## config.mk

```make
export PLATFORM = sky130hd
export DESIGN_NAME = stab_inject_arbiter
export DESIGN_NICKNAME = d
export VERILOG_FILES = /design/src/rtl/noc_arb_pkg.sv /design/src/rtl/stab_skid_buf.sv /design/src/rtl/stab_inject_arbiter.sv
export SDC_FILE = /design/constraint.sdc
export NUM_CORES = 1
export LEC_CHECK = 0
export CAP_MARGIN = 20
export CORE_MARGIN = 8
export CORE_UTILIZATION = 30
export CTS_CLUSTER_DIAMETER = 30
export DETAILED_ROUTE_END_ITERATION = 8
export PLACE_DENSITY_LB_ADDON = 0.15
export SKIP_CTS_REPAIR_TIMING = 1
export SLEW_MARGIN = 20
export SYNTH_ARGS = -nofsm -noshare
export SYNTH_HDL_FRONTEND = slang
export SYNTH_SLANG_ARGS = --single-unit
export TNS_END_PERCENT = 1
```

## constraint.sdc

```tcl
create_clock -name clk -period 3.42 [get_ports clk]
set_clock_uncertainty 0.05 [all_clocks]
set_input_delay 0.513 -clock clk [delete_from_list [all_inputs] [get_ports clk]]
set_output_delay 0.513 -clock clk [all_outputs]
set_load 0.02 [all_outputs]
```

## src/rtl/noc_arb_pkg.sv

```systemverilog
// Shared types and helpers for the network injection arbiter.
package noc_arb_pkg;

  typedef enum logic {
    ARB_IDLE = 1'b0,
    ARB_LOCK = 1'b1
  } arb_state_e;

  localparam int unsigned WD_WIN_DEF = 10000;
  localparam int unsigned NREQ_MAX   = 8;
  localparam int unsigned IDX_W      = 3;
  localparam int unsigned SUM_W      = IDX_W + 1;

  // Round-robin pick: first set bit of req at or after ptr, wrapping at n.
  function automatic logic [NREQ_MAX-1:0] rr_pick(input logic [NREQ_MAX-1:0] req,
                                                  input logic [IDX_W-1:0]    ptr,
                                                  input int unsigned         n);
    logic [NREQ_MAX-1:0] gnt;
    logic                found;
    logic [SUM_W-1:0]    sum;
    logic [IDX_W-1:0]    idx;
    gnt   = '0;
    found = 1'b0;
    for (int unsigned i = 0; i < NREQ_MAX; i++) begin
      sum = {1'b0, ptr} + SUM_W'(i);
      if (sum >= SUM_W'(n)) sum = sum - SUM_W'(n);
      idx = sum[IDX_W-1:0];
      if ((i < n) && !found && req[idx]) begin
        gnt[idx] = 1'b1;
        found    = 1'b1;
      end
    end
    return gnt;
  endfunction

  // Index of the set bit of a one-hot vector (0 when empty).
  function automatic logic [IDX_W-1:0] onehot_idx(input logic [NREQ_MAX-1:0] oh);
    logic [NREQ_MAX-1:0] t;
    logic [IDX_W-1:0]    idx;
    t   = oh;
    idx = '0;
    for (int unsigned i = 0; i < NREQ_MAX; i++) begin
      if (t[0]) idx = IDX_W'(i);
      t = t >> 1;
    end
    return idx;
  endfunction

  // Successor of idx modulo n.
  function automatic logic [IDX_W-1:0] rr_next(input logic [IDX_W-1:0] idx,
                                               input int unsigned      n);
    logic [SUM_W-1:0] sum;
    sum = {1'b0, idx} + SUM_W'(1);
    if (sum >= SUM_W'(n)) sum = '0;
    return sum[IDX_W-1:0];
  endfunction

endpackage

```

## src/rtl/stab_skid_buf.sv

```systemverilog
// Two-entry valid/ready FIFO; all outputs come straight from flops.
module stab_skid_buf #(
  parameter int unsigned DW = 32
) (
  input  logic          clk,
  input  logic          rstn,
  input  logic [DW-1:0] in_data,
  input  logic          in_valid,
  output logic          in_ready,
  output logic [DW-1:0] out_data,
  output logic          out_valid,
  input  logic          out_ready
);

  logic [DW-1:0] spare;
  logic [1:0]    count;
  logic [1:0]    count_nxt;
  logic          push;
  logic          pop;

  assign push = in_valid & in_ready;
  assign pop  = out_valid & out_ready;

  // Occupancy after this cycle's push/pop.
  always_comb begin
    count_nxt = count;
    if (push && !pop) begin
      count_nxt = count + 2'd1;
    end else if (!push && pop) begin
      count_nxt = count - 2'd1;
    end
  end

  // Head entry drives the output; spare holds the second flit while stalled.
  always_ff @(posedge clk or negedge rstn) begin
    if (!rstn) begin
      out_data  <= '0;
      spare     <= '0;
      count     <= '0;
      in_ready  <= 1'b1;
      out_valid <= 1'b0;
    end else begin
      if (push) begin
        if ((count == 2'd0) || ((count == 2'd1) && pop)) begin
          out_data <= in_data;
        end else begin
          spare <= in_data;
        end
      end
      if (pop && (count == 2'd2)) begin
        out_data <= spare;
      end
      count     <= count_nxt;
      in_ready  <= (count_nxt != 2'd2);
      out_valid <= (count_nxt != 2'd0);
    end
  end

endmodule

```

## src/rtl/stab_inject_arbiter.sv

```systemverilog
// Packet-granular round-robin arbiter sharing the stab injection port,
// with a registered skid buffer and a stall watchdog.
module stab_inject_arbiter
  import noc_arb_pkg::*;
#(
  parameter int unsigned NREQ   = 4,
  parameter int unsigned DW     = 32,
  parameter int unsigned WD_WIN = WD_WIN_DEF,
  parameter int unsigned CNT_W  = 32
) (
  input  logic              clk,
  input  logic              rstn,
  input  logic [NREQ*DW-1:0] req_data_i,
  input  logic [NREQ-1:0]   req_valid_i,
  input  logic [NREQ-1:0]   req_last_i,
  output logic [NREQ-1:0]   req_ready_o,
  output logic [DW-1:0]     data_o_stab,
  output logic              valid_o_stab,
  input  logic              ready_i_stab,
  output logic [NREQ-1:0]   grant_o,
  output logic [CNT_W-1:0]  flit_cnt_o,
  output logic              deadlock_o
);

  localparam int unsigned WD_W = (WD_WIN > 2) ? $clog2(WD_WIN) : 1;

  arb_state_e          state;
  arb_state_e          state_nxt;
  logic [NREQ-1:0]     grant_nxt;
  logic [IDX_W-1:0]    ptr;
  logic [IDX_W-1:0]    ptr_nxt;
  logic [IDX_W-1:0]    ptr_after;
  logic [NREQ-1:0]     pick_idle;
  logic [NREQ-1:0]     pick_next;
  logic [NREQ*DW-1:0]  masked_data;
  logic [DW-1:0]       owner_data;
  logic                owner_valid;
  logic                owner_last;
  logic                buf_ready;
  logic                accept;
  logic                out_hs;
  logic [WD_W-1:0]     wd_cnt;

  // Keep only the owner's flit on the shared data path.
  for (genvar g = 0; g < NREQ; g++) begin : g_mask
    assign masked_data[g*DW +: DW] = req_data_i[g*DW +: DW] & {DW{grant_o[g]}};
  end

  // OR-fold the masked source lanes into the owner's flit.
  always_comb begin
    logic [NREQ*DW-1:0] t;
    owner_data = '0;
    t          = masked_data;
    for (int unsigned k = 0; k < NREQ; k++) begin
      owner_data = owner_data | t[DW-1:0];
      t          = t >> DW;
    end
  end

  assign owner_valid = |(req_valid_i & grant_o);
  assign owner_last  = |(req_last_i & grant_o);
  assign req_ready_o = grant_o & {NREQ{buf_ready}};
  assign accept      = owner_valid & buf_ready;
  assign out_hs      = valid_o_stab & ready_i_stab;

  assign ptr_after = rr_next(onehot_idx(NREQ_MAX'(grant_o)), NREQ);
  assign pick_idle = NREQ'(rr_pick(NREQ_MAX'(req_valid_i), ptr, NREQ));
  assign pick_next = NREQ'(rr_pick(NREQ_MAX'(req_valid_i & ~grant_o), ptr_after, NREQ));

  // Arbiter state, owner and round-robin pointer.
  always_ff @(posedge clk or negedge rstn) begin
    if (!rstn) begin
      state   <= ARB_IDLE;
      grant_o <= '0;
      ptr     <= '0;
    end else begin
      state   <= state_nxt;
      grant_o <= grant_nxt;
      ptr     <= ptr_nxt;
    end
  end

  // Next owner: pick from idle, or hand over on the owner's tail flit.
  always_comb begin
    state_nxt = state;
    grant_nxt = grant_o;
    ptr_nxt   = ptr;
    unique case (state)
      ARB_IDLE: begin
        if (|req_valid_i) begin
          state_nxt = ARB_LOCK;
          grant_nxt = pick_idle;
        end
      end
      ARB_LOCK: begin
        if (accept && owner_last) begin
          ptr_nxt = ptr_after;
          if (|pick_next) begin
            grant_nxt = pick_next;
          end else begin
            state_nxt = ARB_IDLE;
            grant_nxt = '0;
          end
        end
      end
      default: begin
        state_nxt = ARB_IDLE;
        grant_nxt = '0;
      end
    endcase
  end

  stab_skid_buf #(
    .DW (DW)
  ) u_skid (
    .clk       (clk),
    .rstn      (rstn),
    .in_data   (owner_data),
    .in_valid  (owner_valid),
    .in_ready  (buf_ready),
    .out_data  (data_o_stab),
    .out_valid (valid_o_stab),
    .out_ready (ready_i_stab)
  );

  // Count flits taken by the network; wraps naturally.
  always_ff @(posedge clk or negedge rstn) begin
    if (!rstn) begin
      flit_cnt_o <= '0;
    end else if (out_hs) begin
      flit_cnt_o <= flit_cnt_o + CNT_W'(1);
    end
  end

  // Stall watchdog: consecutive valid-without-ready cycles, sticky flag.
  always_ff @(posedge clk or negedge rstn) begin
    if (!rstn) begin
      wd_cnt     <= '0;
      deadlock_o <= 1'b0;
    end else if (!(valid_o_stab && !ready_i_stab)) begin
      wd_cnt <= '0;
    end else if (wd_cnt == WD_W'(WD_WIN - 1)) begin
      deadlock_o <= 1'b1;
    end else begin
      wd_cnt <= wd_cnt + WD_W'(1);
    end
  end

endmodule

```

* Word level (Yosys, flattened, before mapping)
Cells that the tools add are included.
** Word-level totals
- Input port bits :: 139
- Flip-flop bits (word level) :: 123
- Output and inout port bits :: 74
- Word-level logic and storage cells :: 200
** Operators by class
- Add/sub/neg operators :: 19
- Eq/ne operators :: 7
- Reductions and logical operators :: 43
- Magnitude comparators :: 25
- Bitwise operators :: 22
- Muxes and demuxes :: 73
** Operators by type and width (number)
- $and A32 B32 Y32 :: 4
- $mux W32 :: 3
- $or A32 B32 Y32 :: 3
- $mux W4 :: 11
- $add A32 B1 Y32 const B :: 1
- $lt A3 B4 Y1 const B :: 8
- $mux W14 :: 2
- $mux W3 :: 9
- $mux W1 :: 26
- $bmux W1 S3 :: 8
- $demux W1 S3 :: 8
- $ge A3 B1 Y1 const B :: 8
- $ge A4 B3 Y1 const B :: 6
- $or A4 B4 Y4 :: 6
- $sub A3 B3 Y3 const B :: 8
- $logic_and A1 B1 Y1 :: 20
- $add A3 B2 Y4 const B :: 4
- $reduce_or A4 Y1 :: 4
- $add A14 B1 Y14 const B :: 1
- $eq A14 B14 Y1 const B :: 1
- $and A4 B4 Y4 :: 3
- $reduce_and A2 Y1 :: 5
- $ge A3 B3 Y1 const B :: 3
- $logic_not A1 Y1 :: 9
- other kinds (18) :: 28

* Logic depth before layout (Yosys ltp)
- Depth after elaboration :: 24
- Mapped depth :: 11

* By module
From an unflattened synthesis, not the netlist that was laid out.
** Second synthesis, totals
- Cell total of the unflattened synthesis :: 656
- Area, all modules :: 7063.0 um^2
** Modules (own cells, without submodules)
- stab_inject_arbiter :: area each 3941.3 um^2, times used 1, cells an instance 448
- stab_skid_buf :: area each 3121.7 um^2, times used 1, cells an instance 208

* Least setup slack after synthesis
OpenSTA, ideal clock, no wires.
- Kind :: flip-flop to flip-flop
- From :: register grant_o[3]
- To :: register state
- Path buffers :: 2
- Path slack :: 0.417 ns
- Required time :: 3.244 ns
- Stages on the path, launching flop included :: 12
- Arrival time :: 2.827 ns
- Library setup time :: 0.126 ns
- Path through :: dfrtp_1 > buf_2 > buf_1 > nor2_1 > ha_1 > inv_1 > a21oi_1 > a2bb2oi_4 > and2_1 > a2111oi_4 > nand2_1 > o32a_1
** On the way
- Longest elaborated chain between the ends :: 22
- Elaborated cells on any way between the ends :: 75
** Ends and longest elaborated chain
- from (decl) :: RTL line stab_inject_arbiter.sv:20 : output logic [NREQ-1:0] grant_o,
- from (signal assigned) :: RTL line stab_inject_arbiter.sv:78 : grant_o <= grant_nxt;
- $mux W2 (*) :: RTL line noc_arb_pkg.sv:43 : if (t[0]) idx = IDX_W'(i);
- $add A2 B1 Y3 (*) :: RTL line noc_arb_pkg.sv:53 : sum = {1'b0, idx} + SUM_W'(1);
- $ge A3 B3 Y1 :: RTL line noc_arb_pkg.sv:54 : if (sum >= SUM_W'(n)) sum = '0;
- $mux W3 (*) :: RTL line noc_arb_pkg.sv:54
- named net ptr_after[0] :: RTL line stab_inject_arbiter.sv:32 : logic [IDX_W-1:0] ptr_after;
- parallel branches: the longest is 13 deep, another holds $add A3 B1 Y4
- $mux W4 (*) :: RTL line noc_arb_pkg.sv:28 : if ((i < n) && !found && req[idx]) begin
- $reduce_or A4 Y1 (*) :: RTL line stab_inject_arbiter.sv:98 : if (|pick_next) begin
- $mux W1 (*) :: RTL line stab_inject_arbiter.sv:98
- $mux W1 (*) :: RTL line stab_inject_arbiter.sv:96 : if (accept && owner_last) begin
- $pmux W1 S2 (*) :: RTL line stab_inject_arbiter.sv:88 : unique case (state)
- named net state_nxt :: RTL line stab_inject_arbiter.sv:28 : arb_state_e state_nxt;
- to (signal assigned) :: RTL line stab_inject_arbiter.sv:77 : state <= state_nxt;
- to (decl) :: RTL line stab_inject_arbiter.sv:27 : arb_state_e state;
Mark *: on every way through the listed nets, which the timed path passes. The select of a mux whose other input is x is not followed.
A chain may end at the register's enable or synchronous reset.

* Worst setup path in the final report
- From :: register grant_o[2]
- To :: register state
** On the way
- Longest elaborated chain between the ends :: 23
- Elaborated cells on any way between the ends :: 76
** Ends and longest elaborated chain (RTL line)
- $mux W2 (*) (2 in series) :: noc_arb_pkg.sv:43
- $add A2 B1 Y3 (*) :: noc_arb_pkg.sv:53
- $ge A3 B3 Y1 :: noc_arb_pkg.sv:54
- $mux W3 (*) :: noc_arb_pkg.sv:54
- named net ptr_after[0] :: stab_inject_arbiter.sv:32
- parallel branches: the longest is 13 deep, another holds $add A3 B1 Y4
- $mux W4 (*) :: noc_arb_pkg.sv:28
- $reduce_or A4 Y1 (*) :: stab_inject_arbiter.sv:98
- $mux W1 (*) :: stab_inject_arbiter.sv:98
- $mux W1 (*) :: stab_inject_arbiter.sv:96
- $pmux W1 S2 (*) :: stab_inject_arbiter.sv:88
- named net state_nxt :: stab_inject_arbiter.sv:28
Marks and branches as above.

==> results.md <==
- In this run the static leakage power is 4.072 nW.
- The site row count is 54.
- Clock latency on the worst-skew pair, taken at its later pin, is 0.41 ns.
- The synthesized design contains 0 enable-type register cells.
- The HPWL after detailed placement is 15350 um.
- Headroom to the max-slew limit came out at 0.5260.
- The post-synthesis register bit count is 123.
- The slowest cell on the critical path is sky130_fd_sc_hd__dfrtp_2.
- The detailed-route wire length per cell is 17.45 um.
- Once routing completed, OpenROAD measured the worst setup slack at 0.4606 ns.
- The initial antenna violation count came to 0.
- The starting density of the core is 0.3056.
- The busiest layer in global routing is met2.
- The synthesized netlist occupies a cell area of 6690 um2.
- The number of buffer cells added on primary ports is 212.
- Derived from the worst setup path, the maximum achievable clock frequency is 337.9 MHz.
- The global-route congestion overflow total is 0.
- For this run, the post-layout net count is 1078.
- The count of pins on the block boundary is 213.
- The number of slew-limit violations in the final report is 0.
- The final clock period utilization by the worst path is 0.8653.
- The portion of the post-synthesis area used by sequential elements is 0.4603.
- The aggregate routed wire length is 21180 um.
- The max-cap violation count is 0.
- In the global route stage, met3 resource usage came out at 0.03297.
- During synthesis, Yosys emitted a total of 0 warnings.
- Prior to clock tree synthesis, the placed netlist has a worst setup slack of 0.4618 ns.
- In this run the deepest clock path goes through 2 buffers.
- The signal on the critical path passes through nor2b_1, nor2_1, ha_1, inv_1, a21oi_1, a2bb2oi_4, and2_1, a2111oi_4, nand2_1, o32a_1.
- The most common flop cell mapped by yosys is sky130_fd_sc_hd__dfrtp_1.
- Entering global routing, the biggest net connects 76 pins.
- The fraction of final layout cells with drive strength greater than 1 is 0.07495.
- The TritonCTS clock tree is yes.
- The repair_antennas step left the layout with diodes totalling 0.
- Setup repair after global routing left no endpoint under its margin.
- The worst setup path is launched from a flip-flop.
- Counting the fill cells in the layout gives 2125.
- The CTS clock-pin slew for the worst setup and hold paths is 0.07 ns.
- The final count of hold timing violations came to 0.
- The detailed-route DRC error count is 0.
- The type of destination of the critical path is a flip-flop.
- The smallest clock period supported by the final layout is computed as 2.959 ns.
- Adding up every negative setup slack in the final design gives 0 ns.
- The number of endpoints failing setup at the final stage is 0.
- The power density over the cells is 886.9 nW/um2.
- The beginning of the critical path is grant_o[2].
- The area growth from synthesis to final layout is 45.84%.
- Across all register-to-register paths, the minimum setup slack is 0.46 ns.
- The depth of the CTS H-tree is 4.
- The top cell family by delay on the critical path is compound AO/OA/AOI/OAI gates.
- Routability-driven placement finished with a final weighted congestion of 0.8590.
- The count of cell types in the netlist is 57.
- After synthesis, the share of flip-flops with an asynchronous set or reset is 1.000.
- The number of buffers created by CTS is 17.
- The first global-routing pass estimated 32920 um of wire.
- Data on the critical path is required at its endpoint by 3.66 ns.
- The detailed router finished its first iteration with 330 violations.
- The data arrival time of the critical path is 3.20 ns.
- The classification of the worst setup path is flip-flop to flip-flop.
- The buffers plus inverters on the worst setup path is 1.
- The area of the die is 27340 um2.
- The post-synthesis cell count is 721.
- The number of nets in the synthesized netlist is 878.
- In this run the horizontal extent of the chip is 165.3 um.
- The reg-to-reg startpoint is grant_o[2].
- For this run, global-route usage on met1 was measured as 0.1988.
- The met2 routing resource usage after global routing is 0.2506.
- The largest vdd supply drop is 458.5 uV.
- The count of vias placed by the detailed router is 5974.
- The flow ran to the end, and the final reports show no timing, DRC or antenna violations.
- The cell sitting at the root of the clock tree is a sky130_fd_sc_hd__clkbuf_16.
- On the worst path, the slowest cell contributes a delay of 0.49 ns.
- The first-pass iteration count of the detailed router is 5.
- In this run the worst path has a maximum fanout of 11.
- The post-synthesis area per instance is 9.279 um2.
- The CTS sink count is 123.
- The final design utilization is 0.4457.
- For the pin with the worst max-slew slack, the measured transition is 0.7110 ns.
- The number of global-route vias before repair is 5973.
- The tightest min-delay check is of the input pin to asynchronous set/reset pin type.
- The detail-routed via count per cell is 4.921.
- The global-route usage over all layers is 0.1526.
- The total area inside the core boundary comes to 21890 um2.
- The height of the die is 165.3 um.
- The count of nets left with antenna violations once routing finished came out at 0.
==> registers in the layout, summed over array words and instances (netlist names) <==
signal and cells:
deadlock_o 1, flit_cnt_o 32, wd_cnt 14, ptr 3
grant_o 4, u_skid.count 2, state 1, u_skid.out_data 32
u_skid.out_valid 1, u_skid.in_ready 1, u_skid.spare 32
==> metrics by stage <==
step | cell area, um2 | power (mW) | hold slack [ns] | std cells
global placement | 9130 | 6.778 | 0.4064 | 1182
global route | 9757 | 9.357 | 0.1114 | 1214
detailed placement | 9130 | 6.805 | 0.4080 | 1182
floorplan | 6690 | 5.166 | 0.1674 | 721
finish | 9757 | 8.653 | 0.06914 | 1214
CTS | 9757 | 8.777 | 0.09088 | 1214
==> placed cells by master, fill, tap and decap left out, drive strengths merged, types with 14 or more instances in the layout <==
cell type / count
clkdlybuf4s50: 211
ha: 18
nor2: 60
o21ai: 78
a22o: 32
a21oi: 42
dfrtp: 122
a221oi: 33
buf: 15
xnor2: 29
clkbuf: 17
nand2: 107
xor2: 14
inv: 24
nand3: 25
==> routing by layer <==
metal  part of all wire  up-vias
met3              0.049       12
li1                   -     2990
met1               0.45     2828
met4              0.012        0
met5                  0        -
met2               0.49      144
==> cell families after synthesis <==
kind of cell | share of synthesized area
and+or+nand+nor | 0.1715
AOI/OAI and AO/OA | 0.2227
DFF | 0.4603
buffers and inverters | 0.03534
xor gates and xnor gates | 0.05629
adders and majority gates | 0.03516
muxes | 0.01870
==> cells in the mapped netlist, types with 8 or more instances <==
| cell type | instances | area [um2] |
|---|---|---|
| sky130_fd_sc_hd__inv_1 | 14 | 52.55 |
| sky130_fd_sc_hd__a21oi_1 | 41 | 205.2 |
| sky130_fd_sc_hd__xnor2_1 | 29 | 254.0 |
| sky130_fd_sc_hd__mux2i_1 | 8 | 80.08 |
| sky130_fd_sc_hd__and3_1 | 12 | 75.07 |
| sky130_fd_sc_hd__xor2_1 | 14 | 122.6 |
| sky130_fd_sc_hd__a221oi_1 | 33 | 289.0 |
| sky130_fd_sc_hd__nand2_1 | 107 | 401.6 |
| sky130_fd_sc_hd__ha_1 | 18 | 225.2 |
| sky130_fd_sc_hd__dfrtp_1 | 122 | 3053 |
| sky130_fd_sc_hd__a22o_1 | 32 | 280.3 |
| sky130_fd_sc_hd__clkbuf_1 | 37 | 138.9 |
| sky130_fd_sc_hd__nor2_1 | 60 | 225.2 |
| sky130_fd_sc_hd__nand4_1 | 10 | 62.56 |
| sky130_fd_sc_hd__o21ai_0 | 76 | 380.4 |
| sky130_fd_sc_hd__nand3_1 | 25 | 125.1 |
==> worst paths after layout <==
check / to / cells past startpoint
min in group clk: flit_cnt_o[31] / 1
max in group asynchronous: u_skid.spare[9] / 2
hold / removal: flit_cnt_o[21] / 1
hold reg to reg: flit_cnt_o[31] / 1
setup / recovery: state / 10
setup reg to reg: state / 10
==> where the power goes <==
part           leakage, nW  switching, mW  internal [mW]
registers             1.51          0.324           1.97
clock network        0.309          0.744           1.18
logic                 2.26           2.59           1.85
total                 4.07           3.66           5.00
==> layout make-up <==
| class | instances | area [um2] | area share |
|---|---|---|---|
| clock buffers | 17 | 425.4 | 0.04360 |
| clock inverters | 15 | 201.4 | 0.02065 |
| inverters | 15 | 56.30 | 0.005771 |
| multi-input cells | 538 | 3387 | 0.3471 |
| flip-flops and latches | 123 | 3083 | 0.3160 |
| well taps | 280 | 350.3 | 0.03591 |
| repair buffers | 226 | 2253 | 0.2310 |
No activity file was read; power rests on OpenSTA's default activity.
